===== config.mk =====
export PLATFORM = sky130hd
export DESIGN_NAME = handshake_rr_arbiter_flat
export DESIGN_NICKNAME = d
export VERILOG_FILES = /design/src/rtl/handshake_rr_arbiter_if.sv /design/src/rtl/handshake_rr_arbiter.sv /design/src/flat_wrapper.sv
export SDC_FILE = /design/constraint.sdc
export NUM_CORES = 1
export LEC_CHECK = 0
export BUFFER_PORTS_ARGS = -buffer_cell sky130_fd_sc_hd__buf_2
export CORE_MARGIN = 4
export CORE_UTILIZATION = 46
export CTS_CLUSTER_SIZE = 24
export DETAILED_ROUTE_END_ITERATION = 10
export PLACE_DENSITY = 0.84
export SKIP_LAST_GASP = 1
export SYNTH_ARGS = -nofsm -noshare
export SYNTH_HDL_FRONTEND = slang
export SYNTH_SLANG_ARGS = --single-unit

===== constraint.sdc =====
create_clock -name clk -period 5.35 [get_ports clk]
set_clock_uncertainty 0.15 [all_clocks]
set_input_delay 0.8025 -clock clk [delete_from_list [all_inputs] [get_ports clk]]
set_output_delay 0.8025 -clock clk [all_outputs]
set_load 0.05 [all_outputs]

===== src/rtl/handshake_rr_arbiter_if.sv =====
// Valid/ready bundle between NUM_REQ sources, the arbiter and one sink.
// slave: arbiter side; master: the surrounding sources and sink.
interface handshake_rr_arbiter_if #(
  parameter int DATA_WIDTH = 8,
  parameter int NUM_REQ    = 4,
  parameter int IDX_W      = $clog2(NUM_REQ)
);
  logic [NUM_REQ-1:0]            s_valid;
  logic [NUM_REQ*DATA_WIDTH-1:0] s_data;
  logic [NUM_REQ-1:0]            s_ready;
  logic                          m_valid;
  logic [DATA_WIDTH-1:0]         m_data;
  logic [IDX_W-1:0]              m_src;
  logic                          m_ready;
  logic                          busy;

  modport slave (
    input  s_valid, s_data, m_ready,
    output s_ready, m_valid, m_data, m_src, busy
  );

  modport master (
    output s_valid, s_data, m_ready,
    input  s_ready, m_valid, m_data, m_src, busy
  );
endinterface


===== src/rtl/handshake_rr_arbiter.sv =====
// Round-robin arbiter: one valid/ready sink shared by NUM_REQ sources.
// A grant is locked for up to MAX_BURST beats, then one ARB cycle follows.
module handshake_rr_arbiter #(
  parameter int DATA_WIDTH = 8,
  parameter int NUM_REQ    = 4,
  parameter int MAX_BURST  = 4,
  parameter int IDX_W      = $clog2(NUM_REQ)
) (
  input logic                   clk,
  input logic                   rst,
  handshake_rr_arbiter_if.slave bus
);

  localparam int CNT_W = $clog2(MAX_BURST + 1);
  localparam logic [CNT_W-1:0] LAST = CNT_W'(MAX_BURST - 1);
  localparam logic [IDX_W-1:0] TOP  = IDX_W'(NUM_REQ - 1);
  localparam logic [IDX_W:0]   NREQ = (IDX_W+1)'(NUM_REQ);

  typedef enum logic {
    ARB  = 1'b0,
    LOCK = 1'b1
  } state_t;

  state_t           state, state_nx;
  logic [IDX_W-1:0] gnt, gnt_nx;
  logic [IDX_W-1:0] rr_ptr, rr_ptr_nx;
  logic [CNT_W-1:0] beat_cnt, beat_cnt_nx;

  logic [IDX_W-1:0]      pick;
  logic                  found;
  logic                  cur_valid;
  logic                  accept;
  logic [DATA_WIDTH-1:0] src_data [NUM_REQ];
  logic [NUM_REQ-1:0]    ready;

  always_comb begin
    for (int i = 0; i < NUM_REQ; i++) begin
      src_data[i] = bus.s_data[i*DATA_WIDTH +: DATA_WIDTH];
    end
  end

  // Scan from rr_ptr upward; wrap is exact for any NUM_REQ.
  always_comb begin
    logic [IDX_W:0] idx;
    idx   = '0;
    pick  = '0;
    found = 1'b0;
    for (int k = 0; k < NUM_REQ; k++) begin
      idx = {1'b0, rr_ptr} + (IDX_W+1)'(k);
      if (idx >= NREQ) idx = idx - NREQ;
      if (!found && bus.s_valid[idx[IDX_W-1:0]]) begin
        found = 1'b1;
        pick  = idx[IDX_W-1:0];
      end
    end
  end

  assign cur_valid = bus.s_valid[gnt];
  assign accept    = (state == LOCK) && cur_valid && bus.m_ready;

  always_ff @(posedge clk) begin
    if (rst) begin
      state    <= ARB;
      gnt      <= '0;
      rr_ptr   <= '0;
      beat_cnt <= '0;
    end else begin
      state    <= state_nx;
      gnt      <= gnt_nx;
      rr_ptr   <= rr_ptr_nx;
      beat_cnt <= beat_cnt_nx;
    end
  end

  always_comb begin
    state_nx    = state;
    gnt_nx      = gnt;
    rr_ptr_nx   = rr_ptr;
    beat_cnt_nx = beat_cnt;
    unique case (state)
      ARB: begin
        if (found) begin
          state_nx    = LOCK;
          gnt_nx      = pick;
          beat_cnt_nx = '0;
        end
      end
      LOCK: begin
        if (accept) beat_cnt_nx = beat_cnt + 1'b1;
        if (!cur_valid || (accept && beat_cnt == LAST)) begin
          state_nx  = ARB;
          rr_ptr_nx = (gnt == TOP) ? '0 : gnt + 1'b1;
        end
      end
      default: state_nx = ARB;
    endcase
  end

  // Outputs see only state/gnt and the granted source, never the scan.
  always_comb begin
    ready       = '0;
    bus.m_valid = 1'b0;
    bus.m_data  = '0;
    bus.m_src   = '0;
    bus.busy    = 1'b0;
    if (state == LOCK) begin
      ready[gnt]  = bus.m_ready;
      bus.m_valid = cur_valid;
      bus.m_data  = src_data[gnt];
      bus.m_src   = gnt;
      bus.busy    = 1'b1;
    end
  end

  assign bus.s_ready = ready;

endmodule


===== src/flat_wrapper.sv =====
// flat-port wrapper written by rule: the top's interface ports become plain ports
module handshake_rr_arbiter_flat 
#(
  parameter int DATA_WIDTH = 8,
  parameter int NUM_REQ    = 4,
  parameter int MAX_BURST  = 4,
  parameter int IDX_W      = $clog2(NUM_REQ)
)
  (clk, rst, bus_s_valid, bus_s_data, bus_m_ready, bus_s_ready, bus_m_valid, bus_m_data, bus_m_src, bus_busy);
  handshake_rr_arbiter_if #(.DATA_WIDTH(DATA_WIDTH), .NUM_REQ(NUM_REQ), .IDX_W(IDX_W)) bus_i ();
  input logic clk;
  input logic rst;
  input wire logic [$bits(bus_i.s_valid)-1:0] bus_s_valid;
  input wire logic [$bits(bus_i.s_data)-1:0] bus_s_data;
  input wire logic [$bits(bus_i.m_ready)-1:0] bus_m_ready;
  output wire logic [$bits(bus_i.s_ready)-1:0] bus_s_ready;
  output wire logic [$bits(bus_i.m_valid)-1:0] bus_m_valid;
  output wire logic [$bits(bus_i.m_data)-1:0] bus_m_data;
  output wire logic [$bits(bus_i.m_src)-1:0] bus_m_src;
  output wire logic [$bits(bus_i.busy)-1:0] bus_busy;
  assign bus_i.s_valid = bus_s_valid;
  assign bus_i.s_data = bus_s_data;
  assign bus_i.m_ready = bus_m_ready;
  assign bus_s_ready = bus_i.s_ready;
  assign bus_m_valid = bus_i.m_valid;
  assign bus_m_data = bus_i.m_data;
  assign bus_m_src = bus_i.m_src;
  assign bus_busy = bus_i.busy;
  handshake_rr_arbiter #(.DATA_WIDTH(DATA_WIDTH), .NUM_REQ(NUM_REQ), .MAX_BURST(MAX_BURST), .IDX_W(IDX_W)) u_core (.clk(clk), .rst(rst), .bus(bus_i));
endmodule

==> key figures <==
Timing
  – Period utilisation layout: 55.9%
  – Worst slew margin: 54.3%
  – Unrepaired setup endpoints after global routing: no
  – TNS Setup: 0 ns
  – Tmin final: 2.99 ns
  – Peak Freq: 0.335 GHz
  – Fin Hold WS: 0.327 ns
  – Final Hold Viols: 0
  – Slew @ Worst Pin: 0.685 ns
  – Setup WS post-layout: 2.36 ns
  – Setup violators final: 0
  – Final slew viol count: 0

Global route
  – GRT Residual Overflow: 0
  – Vias in the first global route: 954
  – First-pass GRT wire length: 3.86 mm
  – Global-route usage over all layers: 18.8%
  – Largest net degree at the start of global routing: 20
  – Antenna violations before repair: 0

Layout
  – Commonest non-fill, non-tap cell in the layout: buf_2
  – Antenna diodes: 0
  – Layout fillers: 151
  – Most frequent cells in the layout: 54 x buf_2, 9 x and2_1, 8 x inv_1, 8 x mux4_1, 8 x dfxtp_1
  – Finished Core Util: 66.3%
  – Seq. cell area: 160 um2
  – Area growth syn-to-layout: 33.1%
  – Nets: 190
  – Share of cells above drive strength 1: 45.5%
  – Area of the multi-input gates: 668 um2
  – Finished Layout Cells: 168

Clock tree
  – CTS buffer count: 3
  – # resized after CTS: 0
  – Htree depth: 1
  – CTS Buffer Depth: 2
  – Clk_lat worst skew: 0.26 ns
  – CTS tree: yes
  – Clock Pin Slew Worst Setup and Hold Paths: 0.05 ns
  – Clock sinks: 8
  – Setup Buffers After CTS: 0
  – CTS Hold Buffers Added: 0
  – Root Driver: clkbuf_4

Placed design
  – Detail Placement HPWL: 2.00 mm
  – IO Port Bufs: 54
  – Gpl congestion: 0.756
  – Dpl cells: 165
  – Placement Setup Slack: 2.55 ns

Yosys
  – Sequential area share after synthesis: 18.0%
  – Synth Area in Compound Gates: 14.9%
  – Synth area leaders: mux4_1 24%, dfxtp_1 18%, ha_1 8.5%, and2_1 6.3%, inv_1 3.4%
  – Netlist cell types: 34
  – Yosys top cell area share: 23.7%
  – Synth warnings: 0
  – Adder-cell share of the synthesized area: 8.45%
  – Syn_nets: 136
  – Leading area contributor after synthesis: mux4_1
  – Post-synthesis area per instance: 9.76 um2
  – Mapped Area: 888 um2
  – Post-Synth XOR/XNOR Area: 0%
  – Synth Area in Simple Gates: 22.0%
  – Mux cell area share after synthesis: 29.9%
  – Largest family of logic cells by synthesized area: multiplexers
  – Post-Synthesis Cells: 91
  – FF+latch count, synth: 8

Floorplan
  – Initial Utilization: 49.8%
  – Io pins: 55
  – Die W: 51.9 um
  – Core area: 0.00178 mm2
  – Die Span Y: 51.9 um
  – Core Rows: 15
  – Die area: 0.00270 mm2

Pwr
  – VDD IR max: 0.223 mV
  – Pleak: 0.571 nW
  – Cell area power density: 207 mW/mm2

Run
  – Max Cap Viol: 0

Setup path
  – R2R Path End: u_core.rr_ptr[1]
  – Critical Path RT: 4.40 ns
  – R2R depth: 4
  – Reg2reg start: u_core.gnt[1]
  – Worst Setup Path Type: reg2out
  – Setup crit end kind: output pin
  – Worst Path Arrival: 2.04 ns
  – Maximum fanout along the worst path: 16
  – R2R Setup Slk: 3.28 ns
  – Crit path launch type: register

Drt
  – Vias: 936
  – Final ANT Viol Nets: 0
  – 1st-pass router iterations: 3
  – Via density: 5.57
  – Final WL: 2.44 mm
  – Starting DRC count in detailed routing: 8
  – DRC: 0
  – DR WL/cell: 14.5 um

Status
  – Status: complete, no violations

Min path
  – Hold crit path type: reg2reg
  – Hold Path End: u_core.beat_cnt[2]
  – Hold Startpoint: u_core.beat_cnt[2]
  – Hold Crit Depth: 2
==> registers in the layout (all words and copies together) (netlist names) <==
register and cells:
u_core.beat_cnt 3, u_core.gnt 2, u_core.state 1, u_core.rr_ptr 2
==> worst max-delay path, cell delays in order (launching register included) <==
cell     delay [ns]
dfxtp_1        0.76
mux4_2         0.63
and2_1         0.18
buf_2          0.21
==> how the worst max path moves through the flow <==
stage              startpoint  cells past startpoint          end
3_3_place_gp   bus_s_valid[2]                      4  bus_m_valid
3_5_place_dp   bus_s_valid[2]                      4  bus_m_valid
5_1_grt         u_core.gnt[0]                      3  bus_m_valid
4_1_cts         u_core.gnt[0]                      3  bus_m_valid
6_report        u_core.gnt[0]                      3  bus_m_valid
2_1_floorplan  bus_s_valid[2]                      3  bus_m_valid
==> logic make-up after synthesis <==
family / count (synthesis)
and+or+nand+nor: 35
AOI/OAI and AO/OA: 17
buffers and inverters: 13
muxes: 12
DFF: 8
adders and majority gates: 6
==> final cells by class <==
cell class              count  area share, %
well taps                  25           2.65
repair buffers             54           22.9
flip-flops and latches      8           13.5
inverters                   8           2.54
multi-input cells          70           56.5
clock buffers               3           1.90
==> where the power goes <==
part | switching, mW | total (mW) | internal [mW]
registers | 0.0148 | 0.0791 | 0.0643
logic | 0.0697 | 0.119 | 0.0498
clock network | 0.0203 | 0.0459 | 0.0256
total | 0.105 | 0.245 | 0.140
==> Yosys cell counts <==
cell type and count:
o211ai_1 1, buf_1 1, nor4b_1 1, clkbuf_1 2
a21oi_2 2, mux2i_1 1, o31ai_1 1, a211oi_1 2
mux2_2 2, ha_1 6, nand3_1 3, a21oi_1 4
a221oi_2 1, or2_2 1, a221oi_1 3, mux4_2 1
nor2_1 6, nand3_2 1, buf_6 1, o32a_1 1
nor4_1 1, inv_1 8, nor2b_1 1, and3_1 4
dfxtp_1 8, nor3_1 1, or2_1 2, a31oi_1 1
and2_1 9, buf_4 1, a21boi_0 1, nand2_1 4
mux4_1 8, nand4_1 1
==> per-stage QoR <==
stage	total power, mW	area, um2
after floorplan	0.167	888
after CTS	0.247	1180
after detailed placement	0.200	1160
after global routing	0.262	1180
after global placement	0.197	1160
final	0.245	1180
==> routing by layer <==
metal	vias to the layer above	wire [um]	track usage [%]
met3	2	353	8.31
met4	0	25	6.11
met2	47	1180	35.1
met5	-	0	0
li1	455	-	-
met1	432	885	18.0
Power figures use the tool's default switching activity.
